$ cat src/rtl/arbitro_quadro.sv
// arbitro_quadro: runs one "apply" job on the 640x480x8 framebuffer and
// shares the framebuffer between VGA scan-out reads and CPU writes.
//   A button press latches the algorithm switches. The block then clears
//   the framebuffer, pulses the CPU start, and grants CPU writes only on
//   cycles where the VGA does not need the memory.
// Ports:
//   clock, reset (async, active-low)
//   botao_aplicar  raw active-low pushbutton (asynchronous)
//   chaves         algorithm select, latched into cpu_modo on a press
//   vga_ativo/vga_addr          VGA read request/address (always has priority)
//   cpu_wr_req/addr/data/ack    CPU write port; ack is combinational
//   cpu_done/cpu_start          CPU handshake
//   mem_addr/mem_data/mem_wren  framebuffer port (combinational mux)
//   sistema_ocupado             high while a job is in progress
//   erro                        watchdog abort flag
// Optional feature: define ARBITRO_WATCHDOG_EN to enable the EXECUTA
// watchdog. Without it, erro is tied to 0.
module arbitro_quadro #(
   parameter int unsigned       FB_WORDS    = 307200,
   parameter int unsigned       ADDR_W      = 19,
   parameter int unsigned       DATA_W      = 8,
   parameter logic [DATA_W-1:0] COR_FUNDO   = '0,
   parameter int unsigned       WDOG_CICLOS = 10000000
) (
   input  logic              clock,
   input  logic              reset,
   input  logic              botao_aplicar,
   input  logic [2:0]        chaves,
   input  logic              vga_ativo,
   input  logic [ADDR_W-1:0] vga_addr,
   input  logic              cpu_wr_req,
   input  logic [ADDR_W-1:0] cpu_wr_addr,
   input  logic [DATA_W-1:0] cpu_wr_data,
   output logic              cpu_wr_ack,
   input  logic              cpu_done,
   output logic              cpu_start,
   output logic [2:0]        cpu_modo,
   output logic [ADDR_W-1:0] mem_addr,
   output logic [DATA_W-1:0] mem_data,
   output logic              mem_wren,
   output logic              sistema_ocupado,
   output logic              erro
);

   localparam int unsigned       WDOG_W = 24;
   localparam logic [ADDR_W-1:0] ULTIMO = ADDR_W'(FB_WORDS - 1);

   // The watchdog limit must fit in the 24-bit counter.
   if (WDOG_CICLOS < 2 || WDOG_CICLOS > (32'd1 << WDOG_W)) begin : g_wdog_chk
      $error("arbitro_quadro: WDOG_CICLOS out of range");
   end

   typedef enum logic [1:0] {
      OCIOSO  = 2'd0,
      LIMPA   = 2'd1,
      INICIA  = 2'd2,
      EXECUTA = 2'd3
   } estado_t;

   estado_t           state_q, state_d;
   logic [ADDR_W-1:0] cnt_q, cnt_d;
   logic [2:0]        modo_q, modo_d;
   logic              start_q, start_d;
   logic              ocupado_q, ocupado_d;
   logic              sync1_q, sync2_q, prev_q;
   logic              press_c;
   logic              cpu_ack_c;

`ifdef ARBITRO_WATCHDOG_EN
   logic [WDOG_W-1:0] wdog_q, wdog_d;
   logic [WDOG_W-1:0] wdog_inc_c;
   logic              erro_q, erro_d;
`endif

   // Button synchronizer; flops reset to the released level (1).
   always_ff @(posedge clock or negedge reset) begin
      if (!reset) begin
         sync1_q <= 1'b1;
         sync2_q <= 1'b1;
         prev_q  <= 1'b1;
      end else begin
         sync1_q <= botao_aplicar;
         sync2_q <= sync1_q;
         prev_q  <= sync2_q;
      end
   end

   // One pulse per press: falling edge of the synchronized button.
   assign press_c = prev_q & ~sync2_q;

   // State and job registers.
   always_ff @(posedge clock or negedge reset) begin
      if (!reset) begin
         state_q   <= OCIOSO;
         cnt_q     <= '0;
         modo_q    <= '0;
         start_q   <= 1'b0;
         ocupado_q <= 1'b0;
`ifdef ARBITRO_WATCHDOG_EN
         wdog_q    <= '0;
         erro_q    <= 1'b0;
`endif
      end else begin
         state_q   <= state_d;
         cnt_q     <= cnt_d;
         modo_q    <= modo_d;
         start_q   <= start_d;
         ocupado_q <= ocupado_d;
`ifdef ARBITRO_WATCHDOG_EN
         wdog_q    <= wdog_d;
         erro_q    <= erro_d;
`endif
      end
   end

`ifdef ARBITRO_WATCHDOG_EN
   assign wdog_inc_c = wdog_q + WDOG_W'(1);
`endif

   // Next-state logic. start and ocupado are computed from the next state
   // so that their registered values line up with state_q.
   always_comb begin
      state_d = state_q;
      cnt_d   = cnt_q;
      modo_d  = modo_q;
      start_d = 1'b0;
`ifdef ARBITRO_WATCHDOG_EN
      wdog_d  = wdog_q;
      erro_d  = erro_q;
`endif
      unique case (state_q)
         OCIOSO: begin
            if (press_c) begin
               modo_d  = chaves;
               cnt_d   = '0;
               state_d = LIMPA;
`ifdef ARBITRO_WATCHDOG_EN
               erro_d  = 1'b0;
`endif
            end
         end
         LIMPA: begin
            // VGA cycles stall the clear counter.
            if (!vga_ativo) begin
               if (cnt_q == ULTIMO) begin
                  cnt_d   = '0;
                  state_d = INICIA;
                  start_d = 1'b1;
               end else begin
                  cnt_d = cnt_q + ADDR_W'(1);
               end
            end
         end
         INICIA: begin
            state_d = EXECUTA;
`ifdef ARBITRO_WATCHDOG_EN
            wdog_d  = '0;
`endif
         end
         EXECUTA: begin
            if (cpu_done) begin
               state_d = OCIOSO;
`ifdef ARBITRO_WATCHDOG_EN
            end else if (wdog_inc_c == WDOG_W'(WDOG_CICLOS - 1)) begin
               // Abort once the counter reaches the limit.
               erro_d  = 1'b1;
               state_d = OCIOSO;
            end else begin
               wdog_d  = wdog_inc_c;
`endif
            end
         end
         default: state_d = OCIOSO;
      endcase
      ocupado_d = (state_d != OCIOSO);
   end

   assign cpu_ack_c = (state_q == EXECUTA) & cpu_wr_req & ~vga_ativo;

   // Framebuffer port mux; the VGA read path has priority.
   always_comb begin
      mem_addr = vga_addr;
      mem_data = '0;
      mem_wren = 1'b0;
      if (state_q == LIMPA && !vga_ativo) begin
         mem_addr = cnt_q;
         mem_data = COR_FUNDO;
         mem_wren = 1'b1;
      end else if (cpu_ack_c) begin
         mem_addr = cpu_wr_addr;
         mem_data = cpu_wr_data;
         mem_wren = 1'b1;
      end
   end

   assign cpu_wr_ack      = cpu_ack_c;
   assign cpu_start       = start_q;
   assign cpu_modo        = modo_q;
   assign sistema_ocupado = ocupado_q;
`ifdef ARBITRO_WATCHDOG_EN
   assign erro = erro_q;
`else
   assign erro = 1'b0;
`endif

endmodule

$ cat config.mk
export PLATFORM = sky130hd
export DESIGN_NAME = arbitro_quadro
export DESIGN_NICKNAME = d
export VERILOG_FILES = /design/src/rtl/arbitro_quadro.sv
export SDC_FILE = /design/constraint.sdc
export NUM_CORES = 1
export LEC_CHECK = 0
export BUFFER_PORTS_ARGS = -buffer_cell sky130_fd_sc_hd__buf_2
export CORE_ASPECT_RATIO = 1.2
export CORE_MARGIN = 2
export CORE_UTILIZATION = 36
export CTS_CLUSTER_DIAMETER = 50
export DETAILED_ROUTE_END_ITERATION = 6
export SKIP_LAST_GASP = 1
export SYNTH_ARGS = -nofsm -noshare
export SYNTH_HDL_FRONTEND = slang
export SYNTH_SLANG_ARGS = --single-unit
$ cat constraint.sdc
create_clock -name clock -period 2.7 [get_ports clock]
set_clock_uncertainty 0.15 [all_clocks]
set_input_delay 0.405 -clock clock [delete_from_list [all_inputs] [get_ports clock]]
set_output_delay 0.405 -clock clock [all_outputs]
set_load 0.02 [all_outputs]
==> results by group, run 1 <==
Worst setup path
  – Largest stage delay on the critical path: 470 ps
  – R2R setup slack: around 520 ps
  – Crit start category: flip-flop
  – Worst path cell trace: nand2b_4 > or2_1 > buf_4 > nor2_1 > a31oi_1 > buf_2
  – Crit path DAT: 1900 ps
  – Critical path fanouts, max: 28
  – CP Capture Type: output pin
  – Critical R2R Launch: state_q[1]
  – R2R depth: 5
  – RR Endpoint: cnt_q[16]
  – WP data required: ~2100 ps
  – CP max stage cell: dfrtp_1
  – Crit Path Category: flip-flop to output pin

Logic synthesis
  – YS warnings: 0
  – Post-synth EDFFs: 0
  – Seq/Total Area, Yosys: roughly two fifths
  – Avg Inst Size Synth: 7.532 sq um
  – Flop and latch count out of synthesis: 29
  – Post-synth top area share: between 30% and 40%
  – Syn nets: approximately 310
  – Syn Inst Count: 250
  – Post-synth top flop: dfrtp_1
  – Cell variety after synth: 44
  – Leading area contributor after synthesis: dfrtp_1
  – Synth top area cells: dfrtp_1 35%, nand2_1 13%, a31oi_1 6.0%, nor2_1 6.0%, o21ai_0 4.3%
  – Synth Cell Area: around 1900 sq um
  – Ys async rst share: 100.0%

Cells and area
  – Final core utilization: around half
  – Number of fill cells: between 500 and 600
  – Layout cells sized above 1: roughly 34%
  – Post-route insts no fill: slightly above 400
  – Diodes inserted: 0
  – Fin nets: slightly below 400
  – Commonest non-fill, non-tap cell in the layout: buf_2
  – Fin area: 2490 sq um
  – Commonest cells after routing, fill and taps aside: 88 x buf_2, 63 x nand2_1, 30 x nor2_1
  – Area growth syn-to-layout: 32.23%

Detailed routing
  – Routed wl met2: between 2000 and 2500 um
  – Wire length on met3: around 400 um
  – Routed Antenna Nets: 0
  – Via-per-instance ratio: 5.248
  – WL/cell: between 10 and 15 um
  – Post-route DRC: 0
  – DRT Wirelength: roughly 5300 um
  – Top sig layer: met4
  – Met1 wire length: 2427 um
  – Initial DRC count: 75
  – Via count: between 2k and 2.5k
  – TritonRoute pass-1 iters: 4

Timing
  – Maximum clock rate: between 0.4 and 0.5 GHz
  – Post-layout min period: about 2500 ps
  – Final WS setup: roughly 250 ps
  – Final hold viol count: 0
  – Setup TNS: 0 ps
  – Setup violations, final: 0
  – Final period util: roughly nine tenths
  – Slew headroom: 53.66%
  – Slew Viols, Final: 0
  – Worst-Margin Slew: between 600 and 700 ps
  – RSZ-0062 raised after global routing: false

Clock network
  – Reg clk slew, reported paths: around 60 ps
  – Root Driver: clkbuf_8
  – # clock sinks: 29
  – CTS H-tree depth: 2
  – Hold_buf cts: 0
  – Clock buffer depth: 2
  – Post-cts resize count: 0
  – CTS tree: done
  – Clock latency at the later pin of the worst-skew pair: about 280 ps
  – CTS buffer count: 5
  – Setup bufs post-CTS: 0

Power and ir drop
  – Leakage power: approximately 0.0012 uW
  – Max VDD drop: 0.0002275 V
  – Power density over the cells: about 730 nW/um^2

Placed design
  – Placed Area: 2407 sq um
  – DP HPWL: between 4000 and 5000 um
  – RePlAce Congestion: 0.8466
  – Place WS: 506.4 ps
  – PortBufs: 88
  – Cells after DPL: slightly below 400

Floorplan
  – Core Area: 4975 sq um
  – Die ar.: approximately 6000 sq um
  – Row cnt: 28
  – Initial Util: a little under two fifths
  – Die height: 83.23 um
  – Die X-Extent: 70.02 um
  – Top-level port count: 90

Global routing
  – Vias in the first global route: around 2.0k
  – GRT overflow: 0
  – First-pass GRT wire length: between 9000 and 10000 um
  – Initial antenna violation count: 0
  – Tot GR Track Use: 19.00%
  – Pin count of the biggest net entering global routing: 30

Worst hold path
  – Worst min path class: input port to async pin

Status
  – Status: complete, no violations

Run
  – Max-capacitance violation count: 0
==> synthesized netlist by cell type (all sizes together), types with 2 or more instances <==
cell type	n
a21o	2
a21oi	6
a22o	3
a31oi	18
and2	8
buf	5
clkbuf	9
dfrtp	26
dfstp	3
inv	2
mux2i	2
nand2	63
nand2b	2
nand3	14
nand4	6
nand4b	3
nor2	30
nor3	5
nor4	3
o211ai	2
o21ai	16
o31ai	2
or2	3
or3	3
==> kinds of logic (layout without fill, tap and decap cells) <==
| kind of cell | count (synthesis) | after routing | share of synthesized area [%] |
|---|---|---|---|
| xor gates and xnor gates | 1 | 1 | 0.4652 |
| AOI/OAI and AO/OA | 55 | 55 | 18.07 |
| muxes | 2 | 2 | 1.063 |
| other | 1 | 1 | 0.1991 |
| DFF | 29 | 29 | 38.74 |
| and+or+nand+nor | 145 | 145 | 36.48 |
| buffers and inverters | 16 | 109 | 4.319 |
| adders and majority gates | 1 | 1 | 0.6643 |
==> how the worst max path moves through the flow <==
stage	depth (start not counted)	slack, ps	start	end
floorplan	6	260	state_q[0]	mem_addr[17]
global placement	6	530	state_q[1]	mem_addr[10]
detailed placement	6	510	vga_ativo	mem_addr[6]
CTS	6	220	state_q[1]	mem_addr[10]
global route	6	90	state_q[1]	mem_addr[12]
finish	6	250	state_q[1]	mem_addr[10]
==> worst max-delay path: cells and delay by family, from the launching register on <==
| family | cells | cell delay, ps |
|---|---|---|
| AOI/OAI and AO/OA | 1 | 150 |
| buffers and inverters | 2 | 480 |
| DFF | 1 | 470 |
| and+or+nand+nor | 3 | 500 |
==> flip-flops by register name (all words and copies together), names as in the netlist <==
signal,count
cnt_q,19
sync1_q,1
sync2_q,1
cpu_start,1
sistema_ocupado,1
cpu_modo,3
prev_q,1
state_q,2
==> per-layer routing <==
| layer | vias up | track usage [%] |
|---|---|---|
| li1 | 1065 | - |
| met1 | 946 | 25.68 |
| met2 | 97 | 30.65 |
| met3 | 7 | 3.641 |
| met4 | 0 | 5.769 |
| met5 | - | 0 |
==> area by class of cell <==
type                            instances  area (sq um)  area share [%]
Clock buffer                            6         72.57           2.915
Clock inverter                          2         10.01          0.4020
Inverter                                2         7.507          0.3015
Multi-Input combinational cell        205          1072           43.07
Sequential cell                        29         729.5           29.30
Tap cell                               60         75.07           3.015
Timing Repair Buffer                   99         523.0           21.01
==> per-stage QoR <==
step           power, uW  hold slack, ps
2_1_floorplan       1219          -40.59
3_3_place_gp        1499           197.2
3_5_place_dp        1498           199.4
4_1_cts             1843           12.68
5_1_grt             1975           41.44
6_report            1825           2.851
==> where the power goes <==
group | total [uW] | internal, uW | switching, uW
clock network | 339 | 178 | 161
logic | 806 | 307 | 499
registers | 680 | 542 | 138
total | 1830 | 1030 | 798
No activity file was read; power rests on OpenSTA's default activity.
==> run 2, diff against run 1 <==
CORE_MARGIN = 3   (was 2)
GPL_ROUTABILITY_DRIVEN = 0   (was default)
==> run 2 against run 1 <==
First-iteration DRC count is 65% higher. Non-clock buffer count is 2 lower. Critical path depth stayed put. Combinational power about the same. Fmax increased by 2.3%. The flow now finishes with violations (negative hold slack). Worst setup slack gained 55 ps. Sequential cell count unchanged. Wire length increased by 4.5%. Core utilization about the same. Worst hold slack worse by 4.0 ps. Clock-buffer cell count grew 1.
==> results by group, run 2 (synthesis gave the netlist of run 1 again) <==
Cells and area
  – Fin nets: 396 (-0.50%)
  – Multi-input gate area: 1072 sq um (unchanged)
  – Largest register FFs: 19 (unchanged)
  – Number of fill cells: 503 (-1.4%)
  – Most flops, register: cnt_q
  – Commonest cells after routing, fill and taps aside: 88 x buf_2, 63 x nand2_1, 30 x nor2_1
  – Register Area: 729.5 sq um (unchanged)
  – Final core utilization: 50.03% (about the same)
  – Diodes inserted: 0 (unchanged)
  – Commonest non-fill, non-tap cell in the layout: buf_2
  – Layout cells sized above 1: 33.72% (-0.095 points)
  – Area growth syn-to-layout: 33.09%

Power and ir drop
  – Flop pwr share: 36.1% (-1.2 points)
  – Sw power: 801.3 uW (+0.37%)
  – P_int: 1084 uW (+5.6%)
  – Pwr Total: 1885 uW (+3.3%)
  – Comb pwr share: 42.9% (-1.2 points)
  – Clock power share: 21.0% (+2.4 points)
  – Max VDD drop: 0.0002644 V (+16%)
  – Power density over the cells: 752.2 nW/um^2 (+2.6%)
  – Net Sw Frac: 42.50% (-1.2 points)
  – Leakage power: 0.001217 uW (+0.46%)

Worst setup path
  – WP data required: 2140 ps (about the same)
  – CP Capture Type: output pin
  – Start point of the critical path: state_q[1]
  – Critical path fanouts, max: 44 (+57%)
  – Crit start category: flip-flop
  – Crit Path Category: flip-flop to output pin
  – Crit path DAT: 1840 ps (-60 ps)
  – Critical R2R Launch: state_q[1]

Global routing
  – Vias in the first global route: 1944 (-2.6%)
  – GR peak layer: met2
  – GRT overflow: 0 (unchanged)
  – Initial antenna violation count: 0 (unchanged)
  – Pin count of the biggest net entering global routing: 45 (+50%)
  – Tot GR Track Use: 19.10% (+0.096 points)
  – First-pass GRT wire length: 9349 um (+2.6%)
  – Met3 Use GR: 3.673% (+0.032 points)
  – GR Layer Usage met1: 25.82% (+0.13 points)
  – Met2 Use GR: 31.10% (+0.45 points)

Placed design
  – Place WS: 508.7 ps (+2.347 ps)
  – DP HPWL: 4265 um (+5.2%)
  – PortBufs: 88 (unchanged)

Floorplan
  – Die X-Extent: 72.02 um (+2.9%)
  – Die ar.: 6138 sq um (+5.3%)
  – Core Area: 5010 sq um (+0.70%)
  – Die height: 85.23 um (+2.4%)
  – Initial Util: 37.59% (-0.26 points)
  – Top-level port count: 90 (unchanged)
  – Row cnt: 28 (unchanged)

Clock network
  – # clock sinks: 29 (unchanged)
  – Hold_buf cts: 0 (unchanged)
  – Setup bufs post-CTS: 0 (unchanged)
  – Post-cts resize count: 0 (unchanged)
  – Clock buffer depth: 2 (unchanged)
  – CTS H-tree depth: 2 (unchanged)
  – Reg clk slew, reported paths: 60 ps (about the same)
  – CTS tree: done
  – Root Driver: clkbuf_8
  – CTS buffer count: 5 (unchanged)
  – Clock latency at the later pin of the worst-skew pair: 280 ps (about the same)

Detailed routing
  – Post-route DRC: 0 (unchanged)
  – DRT Wirelength: 5552 um (+4.5%)
  – WL/cell: 13.85 um (+5.0%)
  – Via-per-instance ratio: 5.222 (-0.50%)
  – Routed Antenna Nets: 0 (unchanged)
  – Via count: 2094 (-0.99%)
  – Initial DRC count: 124 (+65%)
  – TritonRoute pass-1 iters: 4 (unchanged)

Worst hold path
  – Worst min path class: input port to async pin

Run
  – Max-capacitance violation count: 0 (unchanged)

Timing
  – Final WS setup: 303.3 ps (+55.31 ps)
  – Final hold viol count: 1 (+1)
  – Worst hold slack: -1.183 ps (-4.034 ps)
  – Worst-Margin Slew: 663.6 ps (-31.41 ps)
  – Setup TNS: 0 ps (unchanged)
  – Final period util: 88.77% (-2.0 points)
  – Setup violations, final: 0 (unchanged)
  – Slew Viols, Final: 0 (unchanged)
  – Slew headroom: 55.76% (+2.1 points)
  – Maximum clock rate: 0.4172 GHz (+2.3%)
  – RSZ-0062 raised after global routing: false
  – Post-layout min period: 2397 ps (-55.31 ps)

Status
  – Status: finished with violations
  – Violated checks: negative hold slack
==> run 2: cell count changes in the layout (fill, tap and decap cells not counted) <==
cell,before,now
clkinv_2,2,1
buf_4,11,8
clkbuf_1,1,0
clkbuf_8,5,7
buf_12,0,1
==> run 2: through the flow <==
stage          instances  area, sq um  hold slack, ps
6_report             401         2506          -1.183
5_1_grt              401         2506           51.27
4_1_cts              401         2506           25.17
3_5_place_dp         393         2405           198.1
3_3_place_gp         393         2405           204.1
2_1_floorplan        250         1883          -40.59
==> run 2: cell type report <==
type | count | share of cell area (%)
clock buffers | 7 | 3.844
clock inverters | 1 | 0.1997
inverters | 2 | 0.2996
multi-input cells | 205 | 42.79
flip-flops and latches | 29 | 29.11
well taps | 60 | 2.996
repair buffers | 97 | 20.77
==> run 2: critical path, cell delays in order, from the launching register on <==
cell and delay (ps):
dfrtp_1 460, nand2b_4 220, or2_1 280, buf_12 190, nor2_1 170, a31oi_1 50
buf_2 170
==> run 2: metal layers <==
layer | part of all wire, % | vias up
li1 | - | 1061
met1 | 45 | 953
met2 | 48 | 75
met3 | 6.1 | 5
met4 | 1.1 | 0
met5 | 0 | -
==> run 2: path summary, 6_finish.rpt <==
| check | to | slack (ps) | depth (start not counted) |
|---|---|---|---|
| max | mem_addr[10] | 300 | 6 |
| min | cpu_modo[1] | -1 | 1 |
| max reg2reg | cnt_q[16] | 500 | 5 |
| min reg2reg | sync2_q | 210 | 0 |
| max in group asynchronous | cnt_q[18] | 1960 | 1 |
| min in group clock | sync1_q | 80 | 1 |
==> run 2: power by group through the flow <==
stage          clock [uW]  combinational [uW]  sequential [uW]
6_report              395                 808              681
4_1_cts               401                 821              681
3_5_place_dp            0                 821              686
5_1_grt               432                 901              704
2_1_floorplan           0                 554              666
3_3_place_gp            0                 821              686
